**src/rtl/rf_access_sched.sv**
```systemverilog
// Register-file access scheduler: an in-order read queue issued over two read
// ports, plus a one-entry pending write with a starvation guard that freezes reads.
module rf_access_sched #(
  parameter int unsigned DATA_WIDTH = 32,
  parameter int unsigned ADDR_WIDTH = 5,
  parameter int unsigned RQ_DEPTH   = 4,
  parameter int unsigned STARVE_LIM = 4
) (
  input  logic                  clk,
  input  logic                  resetn,
  input  logic                  wr_valid,
  input  logic [ADDR_WIDTH-1:0] wr_addr,
  input  logic [DATA_WIDTH-1:0] wr_data,
  output logic                  wr_ready,
  input  logic                  rd_valid,
  input  logic [ADDR_WIDTH-1:0] rd_addr,
  output logic                  rd_ready,
  output logic [DATA_WIDTH-1:0] rf_din,
  output logic [ADDR_WIDTH-1:0] rf_wad1,
  output logic                  rf_wen1,
  output logic [ADDR_WIDTH-1:0] rf_rad1,
  output logic [ADDR_WIDTH-1:0] rf_rad2,
  output logic                  rf_ren1,
  output logic                  rf_ren2,
  input  logic [DATA_WIDTH-1:0] rf_dout1,
  input  logic [DATA_WIDTH-1:0] rf_dout2,
  input  logic                  rf_collision,
  output logic                  rsp0_valid,
  output logic                  rsp1_valid,
  output logic [DATA_WIDTH-1:0] rsp0_data,
  output logic [DATA_WIDTH-1:0] rsp1_data,
  output logic                  err
);

  localparam int unsigned PW = (RQ_DEPTH > 1) ? $clog2(RQ_DEPTH) : 1;
  localparam int unsigned CW = $clog2(RQ_DEPTH + 1);
  localparam int unsigned SW = (STARVE_LIM > 0) ? $clog2(STARVE_LIM + 1) : 1;

  logic [ADDR_WIDTH-1:0] rq [RQ_DEPTH];
  logic [PW-1:0]         rd_ptr;
  logic [PW-1:0]         wr_ptr;
  logic [CW-1:0]         count;
  logic                  wr_pend;
  logic [ADDR_WIDTH-1:0] wr_addr_q;
  logic [DATA_WIDTH-1:0] wr_data_q;
  logic [SW-1:0]         starve_cnt;
  logic                  rsp0_q;
  logic                  rsp1_q;
  logic                  err_q;

  logic [ADDR_WIDTH-1:0] h0;
  logic [ADDR_WIDTH-1:0] h1;
  logic                  freeze;
  logic                  iss0;
  logic                  iss1;
  logic                  issw;
  logic                  push;
  logic [CW-1:0]         pop_n;

  // Issue decision: reads from the queue head, the write only when it cannot clash.
  always_comb begin
    h0     = rq[rd_ptr];
    h1     = rq[rd_ptr + PW'(1)];
    freeze = (starve_cnt == SW'(STARVE_LIM));
    iss0   = resetn && (count != '0) && !freeze;
    iss1   = iss0 && (count >= CW'(2)) && (h1 != h0) &&
             !(wr_pend && (h1 == wr_addr_q));
    issw   = resetn && wr_pend && !(iss0 && (h0 == wr_addr_q));
    pop_n  = iss1 ? CW'(2) : (iss0 ? CW'(1) : '0);
  end

  assign rd_ready = !resetn || (count < CW'(RQ_DEPTH));
  assign wr_ready = !resetn || !wr_pend || issw;
  assign push     = resetn && rd_valid && rd_ready;

  assign rf_ren1 = iss0;
  assign rf_rad1 = iss0 ? h0 : '0;
  assign rf_ren2 = iss1;
  assign rf_rad2 = iss1 ? h1 : '0;
  assign rf_wen1 = issw;
  assign rf_wad1 = issw ? wr_addr_q : '0;
  assign rf_din  = issw ? wr_data_q : '0;

  assign rsp0_valid = rsp0_q;
  assign rsp1_valid = rsp1_q;
  assign rsp0_data  = rsp0_q ? rf_dout1 : '0;
  assign rsp1_data  = rsp1_q ? rf_dout2 : '0;
  assign err        = err_q;

  // Queue storage needs no reset; occupancy is tracked by count.
  always_ff @(posedge clk) begin
    if (push) rq[wr_ptr] <= rd_addr;
  end

  always_ff @(posedge clk) begin
    if (!resetn) begin
      rd_ptr     <= '0;
      wr_ptr     <= '0;
      count      <= '0;
      wr_pend    <= 1'b0;
      wr_addr_q  <= '0;
      wr_data_q  <= '0;
      starve_cnt <= '0;
      rsp0_q     <= 1'b0;
      rsp1_q     <= 1'b0;
      err_q      <= 1'b0;
    end else begin
      if (push) wr_ptr <= wr_ptr + PW'(1);
      rd_ptr <= rd_ptr + PW'(pop_n);
      count  <= count + CW'(push) - pop_n;

      if (wr_valid && wr_ready) begin
        wr_pend   <= 1'b1;
        wr_addr_q <= wr_addr;
        wr_data_q <= wr_data;
      end else if (issw) begin
        wr_pend <= 1'b0;
      end

      // Counts cycles the pending write loses to reads; saturates at the freeze level.
      if (!wr_pend || issw)
        starve_cnt <= '0;
      else if (starve_cnt != SW'(STARVE_LIM))
        starve_cnt <= starve_cnt + SW'(1);

      rsp0_q <= iss0;
      rsp1_q <= iss1;
      if (rf_collision) err_q <= 1'b1;
    end
  end

endmodule

```
**config.mk**
```make
export PLATFORM = sky130hd
export DESIGN_NAME = rf_access_sched
export DESIGN_NICKNAME = d
export VERILOG_FILES = /design/src/rtl/rf_access_sched.sv
export SDC_FILE = /design/constraint.sdc
export NUM_CORES = 1
export LEC_CHECK = 0
export CAP_MARGIN = 20
export CORE_MARGIN = 1.5
export CORE_UTILIZATION = 55
export DETAILED_ROUTE_END_ITERATION = 10
export DONT_BUFFER_PORTS = 1
export GPL_TIMING_DRIVEN = 1
export PLACE_DENSITY = 0.74
export RECOVER_POWER = 25
export SYNTH_ARGS = -nofsm -noshare
export SYNTH_HDL_FRONTEND = slang
export SYNTH_SLANG_ARGS = --single-unit
```
**constraint.sdc**
```tcl
create_clock -name clk -period 2.9 [get_ports clk]
set_clock_uncertainty 0.2 [all_clocks]
set_input_delay 0.29 -clock clk [delete_from_list [all_inputs] [get_ports clk]]
set_output_delay 0.29 -clock clk [all_outputs]
set_load 0.005 [all_outputs]
```
==> metrics <==
#FFs+latches synth 71; Post-synth top cells and2_1, nand2_1, dfxtp_1; VDD IR max 428.5 uV; number of global-route vias before repair 3543; Post-Synth Adder-Cell Area 2.916%; initial antenna violation count 1; asr flop ratio synth 0%; # fillers 443; first-pass GRT wire length 18.72 mm; compound-cell area share of the yosys netlist 7.807%; Net Switching 1249 uW; largest family of logic cells by synthesized area simple AND/OR/NAND/NOR gates; combinational power share 40.0%; drt initial violations 511; Peak Freq 324.6 MHz; Via Count roughly 4200; number of synthesized flops with an enable pin 20; final setup fails 42; worst r2r src rd_ptr[0]$_SDFF_PN0_; Post-Synth Simple-Gate Area 31.04%; cell with the most instances after synthesis and2_1; PD cells 606.6 nW/um^2; post-synthesis mux area share 6.622%; DP Wirelength 8.932 mm; Mapped Avg Cell Area 9.013 um^2; pre-CTS setup slack -350.3 ps; io pins 230; Post-Syn Area 4119 um^2; CP Data Required Time 2410 ps; P_int 2247 uW; crit path DAT around 2600 ps; Total GRT Usage 32.51%; status complete, but fails checks; CTS Buf Count 9; die area ~8000 um^2; Final Hold Viols 0; Clock transition at path regs approximately 80 ps; reg2reg end wr_data_q[18]$_SDFFE_PN0P_; post-synth top area cell dfxtp_1; Sequential Power Share 36.6%; Detail Route Antenna Nets 0; Diodes inserted 0; actual slew at the worst max-slew pin a little under 900 ps; core area ~7300 um^2; crit path kind reg -> out; Slew Limit Fails 0; IO Port Bufs 0; Routed wire per std cell 24.64 um; switching fraction of total power 35.73%; Synth Area in XOR/XNOR about 6.8%; CTS root buf clkbuf_8; Row Count 31; Worst Setup SP rd_ptr[0]$_SDFF_PN0_; CTS sink cnt 71; die extent in y 89.54 um; Skew-Pair Late Insertion Delay 350 ps; final wirelength roughly 17 mm; Synth Warn # 0; routability cong. 1.012; DRC 0; ranking of synthesized cells by area dfxtp_1, and2_1, edfxtp_1, nand3_1, nand2_1; GRT Residual Overflow 0; post-synth top area share 24.79%; Reg2Reg Depth 11; HP Class in -> reg; violated checks setup timing; Syn-to-layout area delta 39.95%; H-tree levels 3; CP peak stage delay around 610 ps; minimum clock period 3081 ps; final core utilization approximately four fifths; pin count of the biggest net entering global routing a little over 90; crit path to rf_din[9]; vias per inst 6.274; sequential share of the synthesized area 39.37%; CTS tree yes; crit end category output pin; Die W 89.54 um; max cap viols 0; Pleak between 0.002 and 0.0025 uW; Clock Path Buffers 2; min-delay src resetn; drt pass-1 iters 8; critical path, cell by cell buf_12 > mux4_1 > xnor2_1 > nand4_1 > nor2_4 > buf_12 > buf_6 > nor2_4 > and2_4; CP max stage cell mux4_1; unrepaired setup endpoints after global routing true; Final period util 106.2%; largest fanout on the critical path 8; layout cell share with drive strength beyond 1 21.85%; NumNets Final 687; R2R Setup Slk -170 ps; Rel. slew slack 41.91%; Yosys cell types 41; ys flop type dfxtp_1; clock share of power 23.4%; worst setup margin -180.5 ps; Initial Util 56.79%; syn_nets 577; Post-Syn Instances 457; Worst setup SP type flop
-- stage by stage --
stage                     area [um^2]  hold WS [ps]  power (uW)  TNS, ps  std cells
after detailed placement         4269         189.0        2336   -12520        546
final                            5764         22.78        3497    -4404        671
after global routing             5764         27.57        3640    -9776        671
after floorplan                  4124         188.9        2029   -95.57        457
after global placement           4269         189.0        2320    -7462        546
after CTS                        5374        -127.2        3312   -182.5        650
-- layer usage --
layer / vias to the layer above / track usage (%) / part of all wire (%)
met5: - / 0 / 0
met4: 0 / 16.64 / 6.9
met1: 1983 / 38.24 / 34
li1: 1769 / - / -
met3: 109 / 8.957 / 11
met2: 349 / 54.27 / 48
-- sequential cells by signal (all words and copies together), names as in the netlist --
name        flops
rd_ptr          2
wr_pend         1
starve_cnt      3
err             1
rq             20
count           3
rsp0_valid      1
wr_addr_q       5
rsp1_valid      1
wr_data_q      32
wr_ptr          2
-- layout by cell type (no fill, tap or decap), types with 2 or more instances in the layout --
cell           instances
nor2b_1                2
buf_4                 28
ha_1                   8
o21ai_0               37
nand2_1               52
clkbuf_16              2
inv_4                  2
nor2_4                 9
xnor2_1               18
buf_6                  7
a21oi_1                2
mux4_1                 2
nand2b_1               2
nand3_1               40
nand4_1                5
and2_4                37
dlygate4sd3_1         85
o311a_1                2
o211ai_1               3
and2_1                76
inv_1                 10
nor3b_1                5
nor2_1                 4
xnor2_2                2
o21ai_1                2
buf_12                 4
clkbuf_8               9
mux4_2                 9
xor2_1                12
o31ai_4                2
dfxtp_1               49
edfxtp_1              20
-- how the worst min path moves through the flow --
stage,endpoint,cells past startpoint
after CTS,count[0]$_SDFF_PN0_,1
after global placement,rq[0][0]$_DFFE_PP_,0
final,rd_ptr[1]$_SDFF_PN0_,2
after floorplan,rq[0][0]$_DFFE_PP_,0
after detailed placement,rq[0][0]$_DFFE_PP_,0
after global routing,rd_ptr[1]$_SDFF_PN0_,2
-- what timing repair did --
| action | in CTS | in global routing |
|---|---|---|
| setup endpoints to repair | 41 | 49 |
| hold endpoints to repair | 67 | 42 |
| pin swaps | 4 | 39 |
| gates cloned | 1 | 8 |
| resized for setup | 9 | 57 |
| hold buffers | 82 | 4 |
| buffers inserted | 5 | 10 |
-- worst max-delay path, delay by kind of cell (launching register included) --
family,cells,cell delay [ps]
buf+inv,3,380
mux,1,610
flops,1,370
simple gates,4,670
xor+xnor,1,210
-- final cells by class --
type / instances / area [um^2] / share of cell area [%]
Multi-Input combinational cell: 348 / 2507 / 43.50
Clock buffer: 10 / 127.6 / 2.214
Sequential cell: 71 / 1627 / 28.22
Inverter: 11 / 41.29 / 0.7163
Tap cell: 99 / 123.9 / 2.149
Clock inverter: 6 / 67.56 / 1.172
Timing Repair Buffer: 126 / 1270 / 22.03
-- power by group through the flow --
stage               Sequential, uW  Clock [uW]  Combinational, uW
floorplan                     1190           0                837
global placement              1310           0               1010
detailed placement            1310           0               1020
CTS                           1270         807               1240
global route                  1300         856               1480
finish                        1280         818               1400
-- cell families after synthesis --
family / count (synthesis)
xor+xnor: 32
simple gates: 234
buf+inv: 45
flops: 71
compound gates: 54
fa+ha+maj: 9
mux: 12
(Power assumes the default switching activity.)
